### src/rtl/char_draw_ctrl_if.sv
// char_draw_ctrl_if: request, offset-table and pixel signals of the sprite draw controller
interface char_draw_ctrl_if;
  logic       start;
  logic [7:0] new_x;
  logic [6:0] new_y;
  logic [2:0] colour;
  logic [4:0] pt_idx;
  logic [3:0] pt_dx;
  logic [4:0] pt_dy;
  logic [7:0] out_x;
  logic [6:0] out_y;
  logic [2:0] out_colour;
  logic       plot;
  logic       busy;
  logic       done;
  modport master (
    output start, new_x, new_y, colour, pt_dx, pt_dy,
    input  pt_idx, out_x, out_y, out_colour, plot, busy, done
  );
  modport slave (
    input  start, new_x, new_y, colour, pt_dx, pt_dy,
    output pt_idx, out_x, out_y, out_colour, plot, busy, done
  );
endinterface

### src/rtl/char_draw_ctrl.sv
// char_draw_ctrl: plots a sprite point by point, with an optional erase pass of the previous position (CHAR_ERASE_EN)
module char_draw_ctrl #(
  parameter int         NUM_PTS   = 23,
  parameter logic [2:0] BG_COLOUR = 3'b000
) (
  input logic             clk,
  input logic             reset,
  char_draw_ctrl_if.slave bus
);
`ifdef CHAR_ERASE_EN
  typedef enum logic [1:0] {IDLE, ERASE, DRAW, DONE} state_t;
`else
  typedef enum logic [1:0] {IDLE, DRAW, DONE} state_t;
`endif
  localparam logic [4:0] LAST = 5'(NUM_PTS);
  state_t     state, state_nx;
  logic [4:0] idx;
  logic [7:0] base_x, cur_x;
  logic [6:0] base_y, cur_y;
  logic [2:0] col;
  logic       accept, last, active, erasing;
  logic [8:0] sum_x;
  logic [7:0] sum_y;
`ifdef CHAR_ERASE_EN
  logic [7:0] prev_x;
  logic [6:0] prev_y;
  logic       has_prev;
`endif
  assign accept = state == IDLE && bus.start;
  assign last   = idx == LAST;
  // state register
  always_ff @(posedge clk)
    state <= reset ? IDLE : state_nx;
  // next-state: one point per cycle, erase pass (if any) precedes the draw pass
  always_comb begin
    state_nx = state;
    case (state)
`ifdef CHAR_ERASE_EN
      IDLE:    if (bus.start) state_nx = has_prev ? ERASE : DRAW;
      ERASE:   if (last) state_nx = DRAW;
`else
      IDLE:    if (bus.start) state_nx = DRAW;
`endif
      DRAW:    if (last) state_nx = DONE;
      DONE:    state_nx = IDLE;
      default: state_nx = IDLE;
    endcase
  end
  // outputs and pass-dependent base point; sums carry one extra bit so clipping sees overflow
  always_comb begin
`ifdef CHAR_ERASE_EN
    erasing = state == ERASE;
    cur_x   = erasing ? prev_x : base_x;
    cur_y   = erasing ? prev_y : base_y;
`else
    erasing = 1'b0;
    cur_x   = base_x;
    cur_y   = base_y;
`endif
    active     = erasing || state == DRAW;
    sum_x      = {1'b0, cur_x} + {5'b0, bus.pt_dx};
    sum_y      = {1'b0, cur_y} + {3'b0, bus.pt_dy};
    bus.pt_idx = idx;
    bus.busy   = state != IDLE;
    bus.done   = state == DONE;
  end
  // point counter: 1..NUM_PTS per pass, restarts at 1 between erase and draw, 0 otherwise
  always_ff @(posedge clk)
    idx <= reset ? 5'd0 : accept ? 5'd1 : active ? (last ? (erasing ? 5'd1 : 5'd0) : idx + 5'd1) : 5'd0;
  // request latch
  always_ff @(posedge clk)
    if (reset) begin
      base_x <= '0;
      base_y <= '0;
      col    <= '0;
    end else if (accept) begin
      base_x <= bus.new_x;
      base_y <= bus.new_y;
      col    <= bus.colour;
    end
`ifdef CHAR_ERASE_EN
  // remember where the sprite was drawn so the next request can erase it
  always_ff @(posedge clk)
    if (reset) begin
      prev_x   <= '0;
      prev_y   <= '0;
      has_prev <= 1'b0;
    end else if (state == DONE) begin
      prev_x   <= base_x;
      prev_y   <= base_y;
      has_prev <= 1'b1;
    end
`endif
  // registered pixel output, one cycle behind pt_idx; off-screen points are suppressed
  always_ff @(posedge clk)
    if (reset) begin
      bus.out_x      <= '0;
      bus.out_y      <= '0;
      bus.out_colour <= '0;
      bus.plot       <= 1'b0;
    end else begin
      bus.plot <= active && sum_x <= 9'd159 && sum_y <= 8'd119;
      if (active) begin
        bus.out_x      <= sum_x[7:0];
        bus.out_y      <= sum_y[6:0];
        bus.out_colour <= erasing ? BG_COLOUR : col;
      end
    end
endmodule

### src/flat_wrapper.sv
// flat-port wrapper written by rule: the top's interface ports become plain ports
module char_draw_ctrl_flat 
#(
  parameter int         NUM_PTS   = 23,
  parameter logic [2:0] BG_COLOUR = 3'b000
)
  (clk, reset, bus_start, bus_new_x, bus_new_y, bus_colour, bus_pt_dx, bus_pt_dy, bus_pt_idx, bus_out_x, bus_out_y, bus_out_colour, bus_plot, bus_busy, bus_done);
  char_draw_ctrl_if bus_i ();
  input logic clk;
  input logic reset;
  input wire logic [$bits(bus_i.start)-1:0] bus_start;
  input wire logic [$bits(bus_i.new_x)-1:0] bus_new_x;
  input wire logic [$bits(bus_i.new_y)-1:0] bus_new_y;
  input wire logic [$bits(bus_i.colour)-1:0] bus_colour;
  input wire logic [$bits(bus_i.pt_dx)-1:0] bus_pt_dx;
  input wire logic [$bits(bus_i.pt_dy)-1:0] bus_pt_dy;
  output wire logic [$bits(bus_i.pt_idx)-1:0] bus_pt_idx;
  output wire logic [$bits(bus_i.out_x)-1:0] bus_out_x;
  output wire logic [$bits(bus_i.out_y)-1:0] bus_out_y;
  output wire logic [$bits(bus_i.out_colour)-1:0] bus_out_colour;
  output wire logic [$bits(bus_i.plot)-1:0] bus_plot;
  output wire logic [$bits(bus_i.busy)-1:0] bus_busy;
  output wire logic [$bits(bus_i.done)-1:0] bus_done;
  assign bus_i.start = bus_start;
  assign bus_i.new_x = bus_new_x;
  assign bus_i.new_y = bus_new_y;
  assign bus_i.colour = bus_colour;
  assign bus_i.pt_dx = bus_pt_dx;
  assign bus_i.pt_dy = bus_pt_dy;
  assign bus_pt_idx = bus_i.pt_idx;
  assign bus_out_x = bus_i.out_x;
  assign bus_out_y = bus_i.out_y;
  assign bus_out_colour = bus_i.out_colour;
  assign bus_plot = bus_i.plot;
  assign bus_busy = bus_i.busy;
  assign bus_done = bus_i.done;
  char_draw_ctrl #(.NUM_PTS(NUM_PTS), .BG_COLOUR(BG_COLOUR)) u_core (.clk(clk), .reset(reset), .bus(bus_i));
endmodule
### config.mk
export PLATFORM = sky130hd
export DESIGN_NAME = char_draw_ctrl_flat
export DESIGN_NICKNAME = d
export VERILOG_FILES = /design/src/rtl/char_draw_ctrl_if.sv /design/src/rtl/char_draw_ctrl.sv /design/src/flat_wrapper.sv
export SDC_FILE = /design/constraint.sdc
export NUM_CORES = 1
export LEC_CHECK = 0
export ABC_AREA = 1
export CAP_MARGIN = 20
export CORE_MARGIN = 5
export CORE_UTILIZATION = 50
export DETAILED_ROUTE_END_ITERATION = 6
export PLACE_DENSITY_LB_ADDON = 0.25
export SYNTH_ARGS = -nofsm -noshare
export SYNTH_HDL_FRONTEND = slang
export SYNTH_SLANG_ARGS = --single-unit
export TNS_END_PERCENT = 100
### constraint.sdc
create_clock -name clk -period 3.7 [get_ports clk]
set_input_delay 0.555 -clock clk [delete_from_list [all_inputs] [get_ports clk]]
set_output_delay 0.555 -clock clk [all_outputs]
set_load 0.005 [all_outputs]
==> metrics.txt, run 1 <==
status=finished, final reports clean; Reg clk slew, reported paths=80 ps; antenna cells=0; WS Path Type=input pin to flip-flop; Max Fanout on Critical Path=2; Port-buffer cells=55; final weighted congestion in routability-driven placement=0.8455; fmax=between 400 and 500 MHz; most frequent cells in the layout=nor2_1 (58), clkdlybuf4s50_1 (55), nand2_1 (46), dfxtp_1 (44), o21ai_0 (31); Rows=23; Worst slew margin=~68%; ys async rst share=0%; via/cell ratio=4.930; commonest non-fill, non-tap cell in the layout=nor2_1; PwrDens=between 400 and 500 mW/mm^2; Synth Register Bits=44; Tcrit/Tclk final=56.10%; Remaining DRCs=0; fillers=about 360; core footprint=0.004029 mm^2; I/O pins=56; Syn Nets=325; GR Overflow Total=0; cts bufs inserted=5; Clock Tree Buf Depth=2; Starting Density=51.77%; drt initial violations=87; post-route ant nets=0; NumNets Final=roughly 380; die area=0.005563 mm^2; Die Y-Extent=74.59 um; share of cells above drive strength 1=7.396%; Area Growth Syn to Fin=33.71%; Post-CTS Setup Bufs=0; vias in the first global route=about 1.8k; DR pass1 iterations=4; post_cts resized=0; die width=74.59 um; initial antenna violation count=0; Final Setup Violations=0; peak per-stage delay on the critical path=420 ps; Post-Route WL=4728 um; largest net degree at the start of global routing=36; RSZ-0062 raised after global routing=no; warnings from Yosys=0; drt wl/cell=approximately 12 um; Least-Margin Pin Slew=476.2 ps; Critical Path End Type=flip-flop; static leakage=1.219 nW; required time of the critical path=approximately 4000 ps; GR Util All Layers=a little under a fifth; Avg Cell Area, Syn=7.370 um^2; hold_buf cts=0; Final Critical Period=2076 ps; Gate Count Post-Synth=283; clk sinks=44; global-route wire length before repair=7886 um; crit start category=input pin; Arrival @ worst endpoint=2260 ps; Mapped Area=about 0.0021 mm^2; Synth Flop Type=dfxtp_1; Seq/Total Area, Yosys=approximately 42%; H-tree levels=2; Final Hold Vio Count=0; CP most frequent cell=nand2_1; Total Neg Setup Slack=0 ps; Final Skew=6.886 ps; HPWL Detailed=between 3000 and 4000 um; HP Class=flip-flop to flip-flop; VDD IR max=0.0002550 V; EDFF count, synth=0; Clk Tree Root Cell=clkbuf_8; synth unique cells=28; Clock Latency Late Sink=between 200 and 300 ps; Slew Limit Fails=0; fin util=between 60 and 70%; Max-cap violations=0; slowest CP cell=fa_1; DR vias=1913; crit path cell chain=clkdlybuf4s50_1 > ha_1 > fa_1 > nand3_1 > nand2_1 > nand3_1 > nand2_1 > nand2_1 > nand2_1 > nor2_1 > nor2_2; TritonCTS clock tree=built
-- cells by family after synthesis --
logic type               count (synthesis)  share of synthesized area (%)
buffers and inverters                   36                          6.959
XOR/XNOR                                 6                          2.519
AND/OR/NAND/NOR                        137                          28.25
AO/OA/AOI/OAI                           48                          12.12
adder cells (fa/ha/maj)                 12                          7.918
flip-flops                              44                          42.23
-- layout make-up --
| type | instances | area, um^2 | share of cell area, % |
|---|---|---|---|
| clock inverters | 1 | 30.03 | 1.077 |
| flip-flops and latches | 44 | 880.8 | 31.58 |
| multi-input cells | 203 | 1060 | 38.00 |
| inverters | 27 | 101.3 | 3.634 |
| clock buffers | 7 | 96.34 | 3.454 |
| well taps | 50 | 62.56 | 2.243 |
| repair buffers | 56 | 558.0 | 20.01 |
-- through the flow --
step / area [um^2] / worst slack [ps] / power [W] / hold slack (ps) / std cells
floorplan: 2086 / 1872 / 0.0007069 / 449.5 / 283
CTS: 2789 / 1632 / 0.001215 / 491.0 / 388
global placement: 2663 / 1396 / 0.0008187 / 460.0 / 380
detailed placement: 2663 / 1333 / 0.0008261 / 472.9 / 380
global route: 2789 / 1434 / 0.001280 / 521.2 / 388
finish: 2789 / 1624 / 0.001208 / 487.6 / 388
-- sequential cells by signal, indices dropped and copies added (netlist names) --
| name | count |
|---|---|
| u_core.base_x | 8 |
| u_core.bus.out_x | 8 |
| u_core.base_y | 7 |
| u_core.bus.out_y | 7 |
| u_core.bus.pt_idx | 5 |
| u_core.bus.out_colour | 3 |
| u_core.col | 3 |
| u_core.state | 2 |
| u_core.bus.plot | 1 |
-- cells in the mapped netlist (3+ instances only) --
library cell  instances  area (um^2)
clkbuf_1              3        11.26
o211ai_1              4        30.03
inv_2                 7        26.28
nand2_2               5        31.28
ha_1                 10        125.1
nor2_1               58        217.7
a21oi_1              11        55.05
buf_2                 4        20.02
o21ai_0              31        155.2
nand4_1               4        25.02
nand2_1              46        172.7
inv_1                19        71.32
nand3_1              16        80.08
xnor2_1               5        43.79
dfxtp_1              44        880.8
-- layer usage --
layer / up-vias / global-route usage [%] / part of all wire (%)
li1: 1017 / - / -
met1: 843 / 23.16 / 48
met2: 48 / 31.32 / 46
met3: 5 / 5.270 / 6.1
met4: 0 / 3.953 / 0.80
met5: - / 0 / 0
-- worst max-delay path, delay by kind of cell --
kind,cells,cell delay [ps]
simple gates,8,660
fa+ha+maj,2,650
buf+inv,1,410
-- power breakdown --
part	switching [W]	total [W]	internal (W)
registers	0.0000288	0.000547	0.000519
logic	0.000132	0.000267	0.000134
clock network	0.000155	0.000394	0.000238
-- final timing paths --
kind,from,end,slack (ps),cells after the start
worst max-delay path,bus_pt_dy[0],u_core.bus.plot,1620,11
worst min-delay path,u_core.bus.out_colour[0],u_core.bus.out_colour[0],490,2
worst max register to register,u_core.base_y[0],u_core.bus.plot,1990,10
worst min register to register,u_core.bus.out_colour[0],u_core.bus.out_colour[0],490,2
Note: power is estimated with default switching activity, not from simulation.
==> inputs of run 2 (changes only) <==
--- a/config.mk
+++ b/config.mk
@@ -8,7 +8,7 @@
 export ABC_AREA = 1
 export CAP_MARGIN = 20
 export CORE_MARGIN = 5
-export CORE_UTILIZATION = 50
+export CORE_UTILIZATION = 48
 export DETAILED_ROUTE_END_ITERATION = 6
 export PLACE_DENSITY_LB_ADDON = 0.25
 export SYNTH_ARGS = -nofsm -noshare
==> constraint.sdc (replaced) <==
create_clock -name clk -period 2 [get_ports clk]
set_input_delay 0.3 -clock clk [delete_from_list [all_inputs] [get_ports clk]]
set_output_delay 0.3 -clock clk [all_outputs]
set_load 0.005 [all_outputs]
==> metrics.txt, run 2 (synthesized netlist as in run 1, its figures left out) <==
status=finished, final reports clean; die area=0.005764 mm^2; Starting Density=48.57%; final non-filler cell total=392; R2R cell count=10; largest net degree at the start of global routing=36; final weighted congestion in routability-driven placement=0.8766; Final Setup Violations=0; fin util=~65%; Die Y-Extent=75.92 um; CP most frequent cell=nand2_1; WS Path Type=input pin to flip-flop; Worst slew margin=66.69%; peak per-stage delay on the critical path=410 ps; Area Growth Syn to Fin=33.47%; largest registers=u_core.base_x (8), u_core.bus.out_x (8); Tcrit/Tclk final=91.16%; hold_buf cts=0; crit start category=input pin; die width=about 76 um; NumNets Final=382; global-route wire length before repair=between 8000 and 9000 um; PwrDens=754.3 mW/mm^2; vias in the first global route=1905; HPWL Detailed=3492 um; post-route ant nets=0; slowest CP cell=clkdlybuf4s50_1; H-tree levels=2; DR pass1 iterations=4; via/cell ratio=4.962; TritonCTS clock tree=built; Rows=24; Max-cap violations=0; Post-CTS Setup Bufs=0; Final Hold Vio Count=0; fillers=between 400 and 500; VDD IR max=0.0004272 V; I/O pins=56; Final Critical Period=between 1500 and 2000 ps; initial antenna violation count=0; commonest non-fill, non-tap cell in the layout=nor2_1; Least-Margin Pin Slew=between 400 and 500 ps; Max Fanout on Critical Path=2; GR Overflow Total=0; Critical Path End Type=flip-flop; share of cells above drive strength 1=under 10%; required time of the critical path=2190 ps; Clock Tree Buf Depth=2; Clock Latency Late Sink=290 ps; core footprint=approximately 0.0043 mm^2; Post-Route WL=4680 um; Port-buffer cells=between 50 and 60; antenna cells=0; pre-CTS setup slack=-110.2 ps; crit path cell chain=clkdlybuf4s50_1 > ha_1 > fa_1 > nand3_1 > nand2_1 > nand2_1 > nand2_1 > nor2_1 > nand3_1 > nor2_1 > nor2_2; hold path depth=2; drt wl/cell=11.94 um; drt initial violations=44; Total Neg Setup Slack=0 ps; Slew Limit Fails=0; Worst Path Buf+Inv=1; RSZ-0062 raised after global routing=no; Arrival @ worst endpoint=around 2000 ps; Reg clk slew, reported paths=80 ps; static leakage=between 1 and 1.5 nW; GR Util All Layers=between 10% and 20%; number of cells on the critical path=11; HP Class=flip-flop to flip-flop; post_cts resized=0; most frequent cells in the layout=nor2_1 (58), clkdlybuf4s50_1 (55), nand2_1 (46), dfxtp_1 (44), o21ai_0 (31); DR vias=1945; CP top delay family=simple AND/OR/NAND/NOR gates; fmax=548.5 MHz; clk sinks=44; Final Skew=4.643 ps; Clk Tree Root Cell=clkbuf_8; worst setup slack after layout=176.7 ps; cell count after placement=385; Remaining DRCs=0; cts bufs inserted=5
==> run 2: stage by stage <==
stage | cell area [um^2] | total power, W | hold WS [ps]
5_1_grt | 2784 | 0.002230 | 514.0
4_1_cts | 2784 | 0.002113 | 486.6
2_1_floorplan | 2086 | 0.001308 | 378.9
3_5_place_dp | 2688 | 0.001533 | 469.3
3_3_place_gp | 2688 | 0.001523 | 457.0
6_report | 2784 | 0.002100 | 483.2
==> run 2: area by class of cell <==
cell class                 count  area [um^2]  share of cell area (%)
sequential                    44        880.8                   31.64
multi-input combinational    203         1060                   38.07
tap                           52        65.06                   2.337
timing repair buffer          59        580.6                   20.85
inverter                      27        101.3                   3.640
clock buffer                   7        96.34                   3.461
==> run 2: path summary, 6_finish.rpt <==
path                       start  slack [ps]                  end
min reg2reg  u_core.bus.out_x[0]         480  u_core.bus.out_x[0]
max                 bus_pt_dy[0]         180      u_core.bus.plot
max reg2reg     u_core.base_y[0]         280      u_core.bus.plot
min          u_core.bus.out_x[0]         480  u_core.bus.out_x[0]
==> run 2: worst min-delay path, delay by kind of cell, from the launching register on <==
| kind | cells | cell delay (ps) |
|---|---|---|
| DFF | 1 | 330 |
| and+or+nand+nor | 2 | 130 |
==> run 2: power breakdown <==
group	leakage [nW]	internal (W)	switching (W)
Sequential	0.363	0.000959	0.0000537
Clock	0.0503	0.000308	0.000281
Combinational	0.806	0.000254	0.000244
Total	1.22	0.00152	0.000579
==> run 2: per-layer routing <==
metal / vias up / GRT usage [%] / part of all wire, %
li1: 1036 / - / -
met1: 847 / 21.24 / 49
met2: 55 / 26.71 / 43
met3: 7 / 5.569 / 6.3
met4: 0 / 5.338 / 1.3
met5: - / 0 / 0
==> inputs of run 3 (changes only) <==
--- a/config.mk
+++ b/config.mk
@@ -7,10 +7,11 @@
 export LEC_CHECK = 0
 export ABC_AREA = 1
 export CAP_MARGIN = 20
-export CORE_MARGIN = 5
-export CORE_UTILIZATION = 48
+export CORE_MARGIN = 2
+export CORE_UTILIZATION = 40
 export DETAILED_ROUTE_END_ITERATION = 6
 export PLACE_DENSITY_LB_ADDON = 0.25
+export RECOVER_POWER = 25
 export SYNTH_ARGS = -nofsm -noshare
 export SYNTH_HDL_FRONTEND = slang
 export SYNTH_SLANG_ARGS = --single-unit
==> metrics.txt, run 3 (synthesized netlist as in run 1, its figures left out) <==
status=finished, final reports clean; hold_buf cts=0; most frequent cells in the layout=nor2_1 (58), clkdlybuf4s50_1 (55), nand2_1 (46), dfxtp_1 (44), o21ai_0 (31); static leakage=1.226 nW; DR pass1 iterations=4; final weighted congestion in routability-driven placement=0.8411; Reg clk slew, reported paths=80 ps; fin area=0.002815 mm^2; global-route wire length before repair=8031 um; drt initial violations=95; PwrDens=741.7 mW/mm^2; largest net degree at the start of global routing=36; Tcrit/Tclk final=around nine tenths; initial antenna violation count=0; Max-cap violations=0; Min-Delay Endpoint=u_core.col[1]; Post-CTS Setup Bufs=0; Die Y-Extent=76.21 um; worst hold start=u_core.col[1]; Clock Latency Late Sink=290 ps; post-route ant nets=0; die width=76.21 um; Critical R2R Launch=u_core.base_y[0]; TritonCTS clock tree=built; Clock Tree Buf Depth=2; Overall Power=roughly 0.0021 W; Total Neg Setup Slack=0 ps; DP Area=approximately 0.0027 mm^2; crit start category=input pin; H-tree levels=2; pre-CTS setup slack=-94.77 ps; Final Hold Vio Count=0; R2R cell count=10; Critical Path End Type=flip-flop; Arrival @ worst endpoint=2000 ps; Port-buffer cells=between 50 and 60; area taken by multi-input logic gates=about 0.0011 mm^2; HP Class=flip-flop to flip-flop; hold path depth=2; Slew Limit Fails=0; Post-Route WL=4685 um; GR Overflow Total=0; Final Setup Violations=0; Max Fanout on Critical Path=2; GR Util All Layers=17.25%; slowest CP cell=clkdlybuf4s50_1; fmax=555.2 MHz; hold_ws=484.0 ps; vias in the first global route=1815; drt wl/cell=roughly 11 um; required time of the critical path=2190 ps; via/cell ratio=4.685; Least-Margin Pin Slew=869.9 ps; register-to-register setup slack=approximately 320 ps; Rows=26; RSZ-0062 raised after global routing=no; Starting Density=between 40% and 50%; VDD IR max=roughly 0.00039 V; DR vias=1935; Area Growth Syn to Fin=34.97%; Remaining DRCs=0; Final Critical Period=1801 ps; I/O pins=56; clk sinks=44; peak per-stage delay on the critical path=420 ps; largest registers=u_core.base_x (8), u_core.bus.out_x (8); commonest non-fill, non-tap cell in the layout=nor2_1; die area=0.005808 mm^2; core footprint=0.005075 mm^2; fillers=520; Clk Tree Root Cell=clkbuf_8; WS Path Type=input pin to flip-flop; CP most frequent cell=nand2_1; HPWL Detailed=3472 um; worst setup slack after layout=just under 200 ps; share of cells above drive strength 1=7.872%; Storage cell area=880.8 um^2; antenna cells=0; Final Skew=5.545 ps; post_cts resized=0; Critical R2R Capture=u_core.bus.plot; crit path cell chain=clkdlybuf4s50_1 > ha_1 > fa_1 > nand3_1 > nand2_1 > nand3_1 > nand2_1 > nand2_1 > nand2_1 > nor2_1 > nor2_2; NumNets Final=between 300 and 400; cts bufs inserted=5; Worst slew margin=41.94%
==> run 3: cell count changes in the layout (fill, tap and decap cells not counted) <==
| cell | before | now |
|---|---|---|
| inv_1 | 19 | 20 |
| clkbuf_8 | 7 | 6 |
| inv_2 | 7 | 6 |
| buf_4 | 4 | 6 |
| clkbuf_1 | 0 | 2 |
==> run 3: where the power goes <==
part           switching [W]  internal (W)
Sequential         0.0000543      0.000959
Clock               0.000289      0.000282
Combinational       0.000243      0.000261
==> run 3: area by class of cell <==
cell class              count  share of cell area (%)
clock buffers               8                   3.200
repair buffers             61                   21.16
flip-flops and latches     44                   31.29
inverters                  27                   3.600
multi-input cells         203                   37.64
well taps                  70                   3.111
==> run 3: layer usage <==
metal | global-route usage (%) | share of wire (%)
met1 | 23.17 | 51
met2 | 26.19 | 42
met3 | 5.569 | 6.3
met4 | 5.818 | 0.58
met5 | 0 | 0
==> run 3: how the worst max path moves through the flow <==
stage            startpoint         endpoint  slack [ps]  depth (start not counted)
2_1_floorplan  bus_pt_dy[0]  u_core.bus.plot         430                         10
3_3_place_gp   bus_pt_dy[0]  u_core.bus.plot         -50                         11
3_5_place_dp   bus_pt_dy[0]  u_core.bus.plot         -90                         11
4_1_cts        bus_pt_dy[0]  u_core.bus.plot         200                         11
5_1_grt        bus_pt_dy[0]  u_core.bus.plot          40                         11
6_report       bus_pt_dy[0]  u_core.bus.plot         200                         11
==> run 3: stage by stage <==
step                utilization, %  instances
floorplan                        -        283
global placement             53.70        405
detailed placement           53.70        405
CTS                          55.47        413
global route                 55.47        413
finish                       55.47        413
==> run 3: critical path, delay by kind of cell <==
family | cells | cell delay (ps)
buffers and inverters | 1 | 420
adders and majority gates | 2 | 630
and+or+nand+nor | 8 | 650
